**config.mk**
```make
export PLATFORM = sky130hd
export DESIGN_NAME = truth_table_sweeper_flat
export DESIGN_NICKNAME = d
export VERILOG_FILES = /design/src/rtl/truth_table_sweeper_if.sv /design/src/rtl/truth_table_sweeper.sv /design/src/flat_wrapper.sv
export SDC_FILE = /design/constraint.sdc
export NUM_CORES = 1
export LEC_CHECK = 0
export BUFFER_PORTS_ARGS = -buffer_cell sky130_fd_sc_hd__buf_2
export CAP_MARGIN = 20
export CORE_AREA = 2 2 83 85
export DETAILED_ROUTE_END_ITERATION = 7
export DIE_AREA = 0 0 85 87
export PLACE_DENSITY = 0.63
export SYNTH_ARGS = -nofsm -noshare
export SYNTH_HDL_FRONTEND = slang
export SYNTH_SLANG_ARGS = --single-unit
```
**constraint.sdc**
```tcl
create_clock -name clk -period 3 [get_ports clk]
set_clock_uncertainty 0.2 [all_clocks]
set_input_delay 0.15 -clock clk [delete_from_list [all_inputs] [get_ports clk]]
set_output_delay 0.15 -clock clk [all_outputs]
set_load 0.05 [all_outputs]
```
**src/rtl/truth_table_sweeper_if.sv**
```systemverilog
`default_nettype none
// +----------------------------------------------------------------------------+
// | Module : truth_table_sweeper_if                                            |
// | Desc   : Control/result and logic-block signals of the truth-table sweeper |
// | Rev    : 1.0  initial release                                              |
// +----------------------------------------------------------------------------+
interface truth_table_sweeper_if #(
  parameter int SETTLE_W = 8
);
  logic                start;
  logic [7:0]          expected;
  logic [SETTLE_W-1:0] settle_cycles;
  logic                dut_out;
  logic                in1;
  logic                in2;
  logic                in3;
  logic                busy;
  logic                done;
  logic                pass;
  logic [7:0]          captured;
  logic [7:0]          mismatch;
  logic [2:0]          fail_idx;

  // Controller side: issues sweeps and also hosts the swept logic block.
  modport master (
    output start, expected, settle_cycles, dut_out,
    input  in1, in2, in3, busy, done, pass, captured, mismatch, fail_idx
  );

  modport slave (
    input  start, expected, settle_cycles, dut_out,
    output in1, in2, in3, busy, done, pass, captured, mismatch, fail_idx
  );
endinterface
`default_nettype wire

```
**src/rtl/truth_table_sweeper.sv**
```systemverilog
`default_nettype none
// +----------------------------------------------------------------------------+
// | Module : truth_table_sweeper                                               |
// | Desc   : Drives all 8 vectors into a 3-input block, builds its function    |
// |          code and compares it with an expected code.                       |
// |          Optional macro SWEEP_ABORT_EN: stop at the first wrong sample.    |
// | Rev    : 1.0  initial release                                              |
// +----------------------------------------------------------------------------+
module truth_table_sweeper #(
  parameter int SETTLE_W = 8
) (
  input  wire logic clk,
  input  wire logic rst_n,
  truth_table_sweeper_if.slave sw
);

  localparam logic [1:0]          c_st_idle = 2'd0;
  localparam logic [1:0]          c_st_run  = 2'd1;
  localparam logic [1:0]          c_st_done = 2'd2;
  localparam logic [SETTLE_W-1:0] c_one     = 1;

  logic [1:0]          r_state;
  logic [1:0]          w_state_nxt;
  logic [2:0]          r_idx;
  logic [SETTLE_W-1:0] r_cnt;
  logic [SETTLE_W-1:0] r_settle;
  logic [7:0]          r_exp;
  logic [7:0]          r_cap;
  logic [7:0]          r_mism;
  logic                r_pass;
  logic [2:0]          r_fidx;

  logic                w_sample;
  logic                w_abort;
  logic                w_last;
  logic [7:0]          w_cap_nxt;
  logic [7:0]          w_mask;
  logic [7:0]          w_mism_nxt;

  // Lowest sweep index whose bit is set; bit 7 corresponds to idx 0.
  function automatic logic [2:0] first_set(input logic [7:0] m);
    logic [2:0] f;
    f = 3'd0;
    for (int i = 7; i >= 0; i--) begin
      if (m[7-i]) f = 3'(i);
    end
    return f;
  endfunction

  assign w_sample   = (r_state == c_st_run) && (r_cnt == '0);
  assign w_cap_nxt  = r_cap | ({7'd0, sw.dut_out} << (3'd7 - r_idx));
  // Only bits sampled so far take part in the comparison.
  assign w_mask     = 8'hFF << (3'd7 - r_idx);
  assign w_mism_nxt = (w_cap_nxt ^ r_exp) & w_mask;

`ifdef SWEEP_ABORT_EN
  assign w_abort = sw.dut_out != r_exp[3'd7 - r_idx];
`else
  assign w_abort = 1'b0;
`endif

  assign w_last = w_sample && ((r_idx == 3'd7) || w_abort);

  always_ff @(posedge clk or negedge rst_n) begin
    if (!rst_n) r_state <= c_st_idle;
    else        r_state <= w_state_nxt;
  end

  always_comb begin
    w_state_nxt = r_state;
    case (r_state)
      c_st_idle: if (sw.start) w_state_nxt = c_st_run;
      c_st_run:  if (w_last)   w_state_nxt = c_st_done;
      c_st_done: w_state_nxt = c_st_idle;
      default:   w_state_nxt = c_st_idle;
    endcase
  end

  always_comb begin
    sw.busy                  = (r_state == c_st_run);
    sw.done                  = (r_state == c_st_done);
    {sw.in1, sw.in2, sw.in3} = (r_state == c_st_run) ? r_idx : 3'd0;
    sw.pass                  = r_pass;
    sw.captured              = r_cap;
    sw.mismatch              = r_mism;
    sw.fail_idx              = r_fidx;
  end

  always_ff @(posedge clk or negedge rst_n) begin
    if (!rst_n) begin
      r_idx    <= 3'd0;
      r_cnt    <= '0;
      r_settle <= '0;
      r_exp    <= 8'd0;
      r_cap    <= 8'd0;
      r_mism   <= 8'd0;
      r_pass   <= 1'b0;
      r_fidx   <= 3'd0;
    end else if ((r_state == c_st_idle) && sw.start) begin
      r_idx    <= 3'd0;
      r_cnt    <= sw.settle_cycles;
      r_settle <= sw.settle_cycles;
      r_exp    <= sw.expected;
      r_cap    <= 8'd0;
    end else if (r_state == c_st_run) begin
      if (r_cnt != '0) begin
        r_cnt <= r_cnt - c_one;
      end else begin
        r_cap <= w_cap_nxt;
        if (w_last) begin
          r_mism <= w_mism_nxt;
          r_pass <= (w_mism_nxt == 8'd0);
          r_fidx <= first_set(w_mism_nxt);
          r_idx  <= 3'd0;
        end else begin
          r_idx <= r_idx + 3'd1;
          r_cnt <= r_settle;
        end
      end
    end
  end

endmodule
`default_nettype wire

```
**src/flat_wrapper.sv**
```systemverilog
// flat-port wrapper written by rule: the top's interface ports become plain ports
module truth_table_sweeper_flat 
#(
  parameter int SETTLE_W = 8
)
  (clk, rst_n, sw_start, sw_expected, sw_settle_cycles, sw_dut_out, sw_in1, sw_in2, sw_in3, sw_busy, sw_done, sw_pass, sw_captured, sw_mismatch, sw_fail_idx);
  truth_table_sweeper_if #(.SETTLE_W(SETTLE_W)) sw_i ();
  input  wire logic clk;
  input  wire logic rst_n;
  input wire logic [$bits(sw_i.start)-1:0] sw_start;
  input wire logic [$bits(sw_i.expected)-1:0] sw_expected;
  input wire logic [$bits(sw_i.settle_cycles)-1:0] sw_settle_cycles;
  input wire logic [$bits(sw_i.dut_out)-1:0] sw_dut_out;
  output wire logic [$bits(sw_i.in1)-1:0] sw_in1;
  output wire logic [$bits(sw_i.in2)-1:0] sw_in2;
  output wire logic [$bits(sw_i.in3)-1:0] sw_in3;
  output wire logic [$bits(sw_i.busy)-1:0] sw_busy;
  output wire logic [$bits(sw_i.done)-1:0] sw_done;
  output wire logic [$bits(sw_i.pass)-1:0] sw_pass;
  output wire logic [$bits(sw_i.captured)-1:0] sw_captured;
  output wire logic [$bits(sw_i.mismatch)-1:0] sw_mismatch;
  output wire logic [$bits(sw_i.fail_idx)-1:0] sw_fail_idx;
  assign sw_i.start = sw_start;
  assign sw_i.expected = sw_expected;
  assign sw_i.settle_cycles = sw_settle_cycles;
  assign sw_i.dut_out = sw_dut_out;
  assign sw_in1 = sw_i.in1;
  assign sw_in2 = sw_i.in2;
  assign sw_in3 = sw_i.in3;
  assign sw_busy = sw_i.busy;
  assign sw_done = sw_i.done;
  assign sw_pass = sw_i.pass;
  assign sw_captured = sw_i.captured;
  assign sw_mismatch = sw_i.mismatch;
  assign sw_fail_idx = sw_i.fail_idx;
  truth_table_sweeper #(.SETTLE_W(SETTLE_W)) u_core (.clk(clk), .rst_n(rst_n), .sw(sw_i));
endmodule
```
==> results of run 1 <==
-- Yosys cell counts, types with 2 or more instances --
cell type and instances:
and2_1 3, a22o_1 3, nand3_1 3, buf_2 2
nor2_1 25, inv_1 8, ha_1 6, nor3b_2 2
xnor2_1 3, o21ai_1 2, o21ai_0 12, mux2i_1 2
or3_1 2, a21o_1 2, a21oi_1 14, nor2b_1 4
nand2_1 84, dfrtp_1 49, o211ai_1 2, nor3_1 8
nand2b_1 5, clkbuf_1 7, a31oi_1 9, mux2_2 2
a211oi_1 3, o31ai_1 3
-- registers in the layout, summed over array words and instances (netlist names) --
name                flops
u_core.r_exp            8
u_core.sw.captured      8
u_core.r_state          2
u_core.sw.pass          1
u_core.sw.mismatch      8
u_core.r_cnt            8
u_core.sw.fail_idx      3
u_core.r_settle         8
u_core.r_idx            3
-- final cells by class --
class | count | area, sq um | share of cell area
multi-input combinational | 218 | 1220 | 0.393
sequential | 49 | 1230 | 0.396
clock inverter | 3 | 26.3 | 0.00850
inverter | 8 | 30.0 | 0.00971
tap | 80 | 100 | 0.0324
clock buffer | 5 | 68.8 | 0.0222
timing repair buffer | 64 | 425 | 0.138
-- worst max path at each step --
stage,from,endpoint,slack [ns]
2_1_floorplan,u_core.r_cnt[0],u_core.r_cnt[6],0.93
6_report,u_core.r_cnt[0],u_core.sw.fail_idx[1],0.65
3_3_place_gp,u_core.r_cnt[0],u_core.sw.fail_idx[1],0.73
3_5_place_dp,u_core.r_cnt[0],u_core.sw.pass,0.65
5_1_grt,u_core.r_cnt[0],u_core.sw.pass,0.43
4_1_cts,u_core.r_cnt[0],u_core.sw.fail_idx[1],0.66
-- power groups by stage --
stage / Combinational, W / Sequential, W / Clock, W
after CTS: 0.0000575 / 0.000662 / 0.000424
after floorplan: 0.00000672 / 0.000680 / 0
after global routing: 0.0000669 / 0.000662 / 0.000451
after detailed placement: 0.0000407 / 0.000675 / 0
after global placement: 0.0000403 / 0.000675 / 0
final: 0.0000597 / 0.000662 / 0.000418
-- cells in the final DEF, fill, tap and decap left out, types with 2 or more instances in the layout --
cell,count
ha_1,6
clkbuf_8,5
and2_1,3
buf_2,44
nand3_1,3
dfrtp_1,49
a31oi_1,9
a21oi_1,14
a211oi_1,3
dlygate4sd3_1,17
o21ai_0,12
nand2b_1,5
a22o_1,3
buf_4,2
o211ai_1,2
nand2_1,84
or3_1,2
nor2b_1,4
nor3b_2,2
a21o_1,2
o21ai_1,2
nor2_1,25
mux2i_1,2
mux2_2,2
clkinvlp_4,2
nor3_1,8
o31ai_1,3
xnor2_1,3
inv_1,8
-- worst register-to-register path, stage by stage (launching register included) --
cell,delay [ns]
dfrtp_1,0.41
inv_1,0.09
ha_1,0.16
nor3b_2,0.37
and2_1,0.33
nand3_4,0.21
or3_1,0.41
o21ai_1,0.11
-- cell families after synthesis --
logic type	after synthesis
mux	4
buf+inv	21
simple gates	144
xor+xnor	4
compound gates	60
flops	49
fa+ha+maj	6
-- metrics by stage --
step / hold slack (ns) / utilization / instance area [sq um] / power (W) / setup WS, ns
floorplan: -0.346 / - / 2540 / 0.000687 / 0.932
global placement: 0.139 / 0.427 / 2810 / 0.000715 / 0.734
detailed placement: 0.144 / 0.427 / 2810 / 0.000716 / 0.655
CTS: 0.136 / 0.468 / 3070 / 0.00114 / 0.660
global route: 0.0542 / 0.471 / 3090 / 0.00118 / 0.431
finish: 0.0406 / 0.471 / 3090 / 0.00114 / 0.653
-- layer usage --
layer	part of all wire	track usage
met5	0	0
met4	0.014	0.0505
met3	0.034	0.0313
met2	0.46	0.264
met1	0.49	0.240
-- what timing repair did --
item,4_1_cts,5_1_grt
buffers inserted,0,0
endpoints found under the hold margin,72,0
hold buffers,17,0
==> results_dict.tcl, run 1 <==
set metrics [dict create \
    status "finished, final reports clean" \
    max_cap_violations 0 \
    hold_viol_final 0 \
    clkSinkCount 49 \
    yosysTopAreaCell "dfrtp_1" \
    power.density_nw_per_um2 368 \
    final.setup.tns_ns 0 \
    cts_resized 0 \
    ctsRootBufferMaster "clkbuf_8" \
    vias_per_cell 5.07 \
    path_max_fanout 18 \
    finalNonFillerCells 427 \
    reg2reg_to "u_core.sw.fail_idx[1]" \
    place_inst 401 \
    place_hpwl_mm 4.17 \
    die_w_um 85 \
    rows 30 \
    synth_compound_area_frac 0.153 \
    synth_top_family_by_area "simple AND/OR/NAND/NOR gates" \
    reg2reg_slack_ns 0.65 \
    antenna_found_initial 0 \
    grt_pass1_vias 2024 \
    pwr-share-seq 0.581 \
    synth_cells 288 \
    slew_headroom 0.583 \
    crit_type "register to register" \
    drtAntennaViolNets 0 \
    grt_usage 0.169 \
    finalMaxSlewViolations 0 \
    synthMuxAreaShare 0.0168 \
    syn_area_sq_um 2540 \
    syn_nets 314 \
    ys_async_sr_fraction 1.00 \
    hold_class "input pin to asynchronous set/reset pin" \
    swShare 0.244 \
    synth_adder_area_share 0.0296 \
    core-area_sq_um 6570 \
    grt_max_degree 50 \
    period_needed_ns 2.35 \
    first_pass_iters 5 \
    rsz0062_at_grt "false" \
    seq_area_frac_synth 0.483 \
    tightest_slew_ns 0.620 \
    htree_levels 2 \
    synth.area.top_cells "dfrtp_1 (48%), nand2_1 (12%), nor2_1 (3.7%)" \
    start_util 0.386 \
    synth-edff-count 0 \
    drc 0 \
    avgRoutedWirePerCell_um 13.9 \
    r2r_cells 7 \
    cts-buffers-inserted 5 \
    critPathTopFamily "simple AND/OR/NAND/NOR gates" \
    synth_seq_cells 49 \
    post-route-period-util 0.782 \
    gp_congestion 0.905 \
    setup-violations-final 0 \
    vdd_ir_drop_max_v 0.000203 \
    cp_slowest_cell "dfrtp_1" \
    clkSlewWorstSetupHoldPaths_ns 0.11 \
    cts_buffer_depth 2 \
    start_kind "register" \
    area_delta_synth_final_pct 22.0 \
    antenna_cells 0 \
    yosys.area_share.simple 0.266 \
    fmax_mhz 426 \
    drt_wl_total_mm 5.94 \
    rr_startpoint "u_core.r_cnt[0]" \
    finalNetCount 372 \
    worstPathArrival_ns 2.40 \
    numPortBuffers 44 \
    cts_tree "done" \
    vias 2167 \
    path_depth 7 \
    die_area_sq_um 7400 \
    clk_latency_ns 0.31 \
    die_h_um 87 \
    switching_power_w 0.000278 \
    gr-total-overflow 0 \
    io_pins 45 \
    synth_xor_area_frac 0.0138 \
    synth.top_cell.area_share 0.483 \
    cp.required_ns 3.05 \
    path_cells "inv_1, ha_1, nor3b_2, and2_1, nand3_4, or3_1, o21ai_1" \
    fill_cells 636 \
    worst_setup_path_end_kind "register" \
    synth_cell_types 49 \
    internal_power_w 0.000862 \
    p_leak_nw 1.51 \
    worstPathBufferInverterCount 1 \
    grt_pass1_wl_mm 10.0 \
    synth_area_per_cell_sq_um 8.81 \
    layout-drive-gt1-share 0.190 \
    synth_flop_cell "dfrtp_1" \
    power_frac_comb 0.052 \
    synth_warnings 0 \
    max_stage_delay_ns 0.41 \
    clockPowerShare 0.367 \
    drtIter0Drc 133 \
]
(Power assumes the default switching activity.)
==> run 2, diff against run 1 <==
Settings changed: PLACE_DENSITY 0.63 to 0.66.
Clock period 3 ns to 1.93 ns, I/O delays scaled along.
==> results_dict.tcl, run 2 (synthesized netlist as in run 1, its figures left out) <==
set metrics [dict create \
    setup_ws_ns -0.0244 \
    ctsRootBufferMaster "clkbuf_8" \
    first_pass_iters 4 \
    finalMaxSlewViolations 0 \
    max_cap_violations 0 \
    worstSetupEndpoint "u_core.r_cnt[6]" \
    post-route-period-util 1.01 \
    io_pins 45 \
    core-area_sq_um 6570 \
    drt_wl_total_mm 6.89 \
    avgRoutedWirePerCell_um 14.4 \
    hold_class "input pin to asynchronous set/reset pin" \
    gr-total-overflow 0 \
    start_util 0.386 \
    layout-drive-gt1-share 0.378 \
    cts_buffer_depth 2 \
    drc 0 \
    met2_length_mm 3.39 \
    cp.required_ns 1.93 \
    worstPathArrival_ns 1.95 \
    r2r_cells 7 \
    drtAntennaViolNets 0 \
    grt_max_degree 28 \
    fmax_mhz 512 \
    rr_startpoint "u_core.r_cnt[0]" \
    finalNetCount 422 \
    numPortBuffers 44 \
    fin_area_sq_um 3750 \
    hold_viol_final 0 \
    rows 30 \
    tightest_slew_ns 0.616 \
    antenna_cells 0 \
    cts-buffers-inserted 5 \
    violations "setup timing" \
    place_inst 444 \
    period_needed_ns 1.95 \
    power.density_nw_per_um2 476 \
    grt_pass1_vias 2362 \
    antenna_found_initial 0 \
    status "finished, violations left" \
    finalNonFillerCells 477 \
    cts_tree "done" \
    final_cell_mix "nand2_1 (82), dfrtp_1 (47), buf_4 (46)" \
    drtIter0Drc 113 \
    p_leak_nw 1.81 \
    dp_slack_ns -0.112 \
    crit_type "register to register" \
    met3_length_um 258 \
    rsz0062_at_grt "true" \
    grt_pass1_wl_mm 10.8 \
    clk_latency_ns 0.31 \
    vias_per_cell 5.11 \
    vdd_ir_drop_max_v 0.000304 \
    final_common_cell "nand2_1" \
    fill_cells 575 \
    grt_usage 0.182 \
    crit_start "u_core.r_cnt[0]" \
    slew_headroom 0.589 \
    maxUsedRoutingLayer "met4" \
    area_delta_synth_final_pct 47.8 \
    reg2reg_to "u_core.r_cnt[6]" \
    m1WireLength_mm 3.11 \
    htree_levels 2 \
    die_area_sq_um 7400 \
    die_w_um 85 \
    setup-violations-final 4 \
    path_max_fanout 7 \
    clkSlewWorstSetupHoldPaths_ns 0.10 \
    die_h_um 87 \
    clkSinkCount 49 \
    vias 2436 \
    place_hpwl_mm 4.80 \
    start_kind "register" \
    reg2reg_slack_ns -0.02 \
    placed_area_sq_um 3170 \
    gp_congestion 0.874 \
    worst_setup_path_end_kind "register" \
]
-- run 2: changes by cell type in the layout (fill, tap and decap cells not counted), moves of 3 or more --
cell	before	now
a31oi_1	9	5
buf_4	2	46
buf_6	0	5
ha_1	6	2
inv_1	8	3
inv_2	0	4
o21ai_0	12	8
o21ai_1	2	5
-- run 2: how the worst min path moves through the flow --
stage	startpoint	cells past startpoint	slack [ns]	endpoint
2_1_floorplan	rst_n	0	-0.40	u_core.r_cnt[0]
3_3_place_gp	rst_n	1	-0.07	u_core.sw.mismatch[1]
3_5_place_dp	rst_n	1	-0.06	u_core.sw.mismatch[0]
4_1_cts	rst_n	2	0.15	u_core.sw.mismatch[0]
5_1_grt	rst_n	2	0.18	u_core.sw.captured[6]
6_report	rst_n	2	0.12	u_core.r_exp[0]
-- run 2: repair_timing --
action,CTS,global route
pin swaps,2,19
setup endpoints to repair,16,23
buffers inserted,1,6
hold buffers,18,0
resized for setup,15,40
hold endpoints to repair,50,0
-- run 2: area by class of cell --
type	count	area (sq um)	share of cell area
Multi-Input combinational cell	218	1470	0.391
Sequential cell	49	1230	0.328
Inverter	8	33.8	0.00902
Clock buffer	6	82.6	0.0220
Tap cell	80	100	0.0267
Timing Repair Buffer	114	822	0.219
Clock inverter	2	13.8	0.00367
-- run 2: through the flow --
stage                     TNS, ns  power (W)   util  hold WS [ns]
after CTS                       0    0.00179  0.533         0.151
after global placement    -0.0780    0.00112  0.483       -0.0664
final                     -0.0625    0.00179  0.570         0.123
after global routing       -0.908    0.00184  0.570         0.180
after floorplan            -0.131    0.00107      -        -0.399
after detailed placement   -0.441    0.00112  0.483       -0.0592
-- run 2: report_power, final --
part | switching (W) | internal, W | total, W
logic | 0.0000466 | 0.0000503 | 0.0000969
registers | 0.00000125 | 0.00103 | 0.00103
clock network | 0.000368 | 0.000291 | 0.000660
-- run 2: critical path, stage by stage (launching register included) --
cell and delay [ns]:
dfrtp_1 0.38, inv_2 0.06, ha_4 0.15, nor3b_4 0.15
and2_4 0.20, a21o_4 0.27, nand2_8 0.10, mux2_2 0.34
-- run 2: routing by layer --
metal	vias up	global-route usage
met5	-	0
met1	1149	0.230
met3	16	0.0303
met4	0	0.0722
li1	1200	-
met2	71	0.311
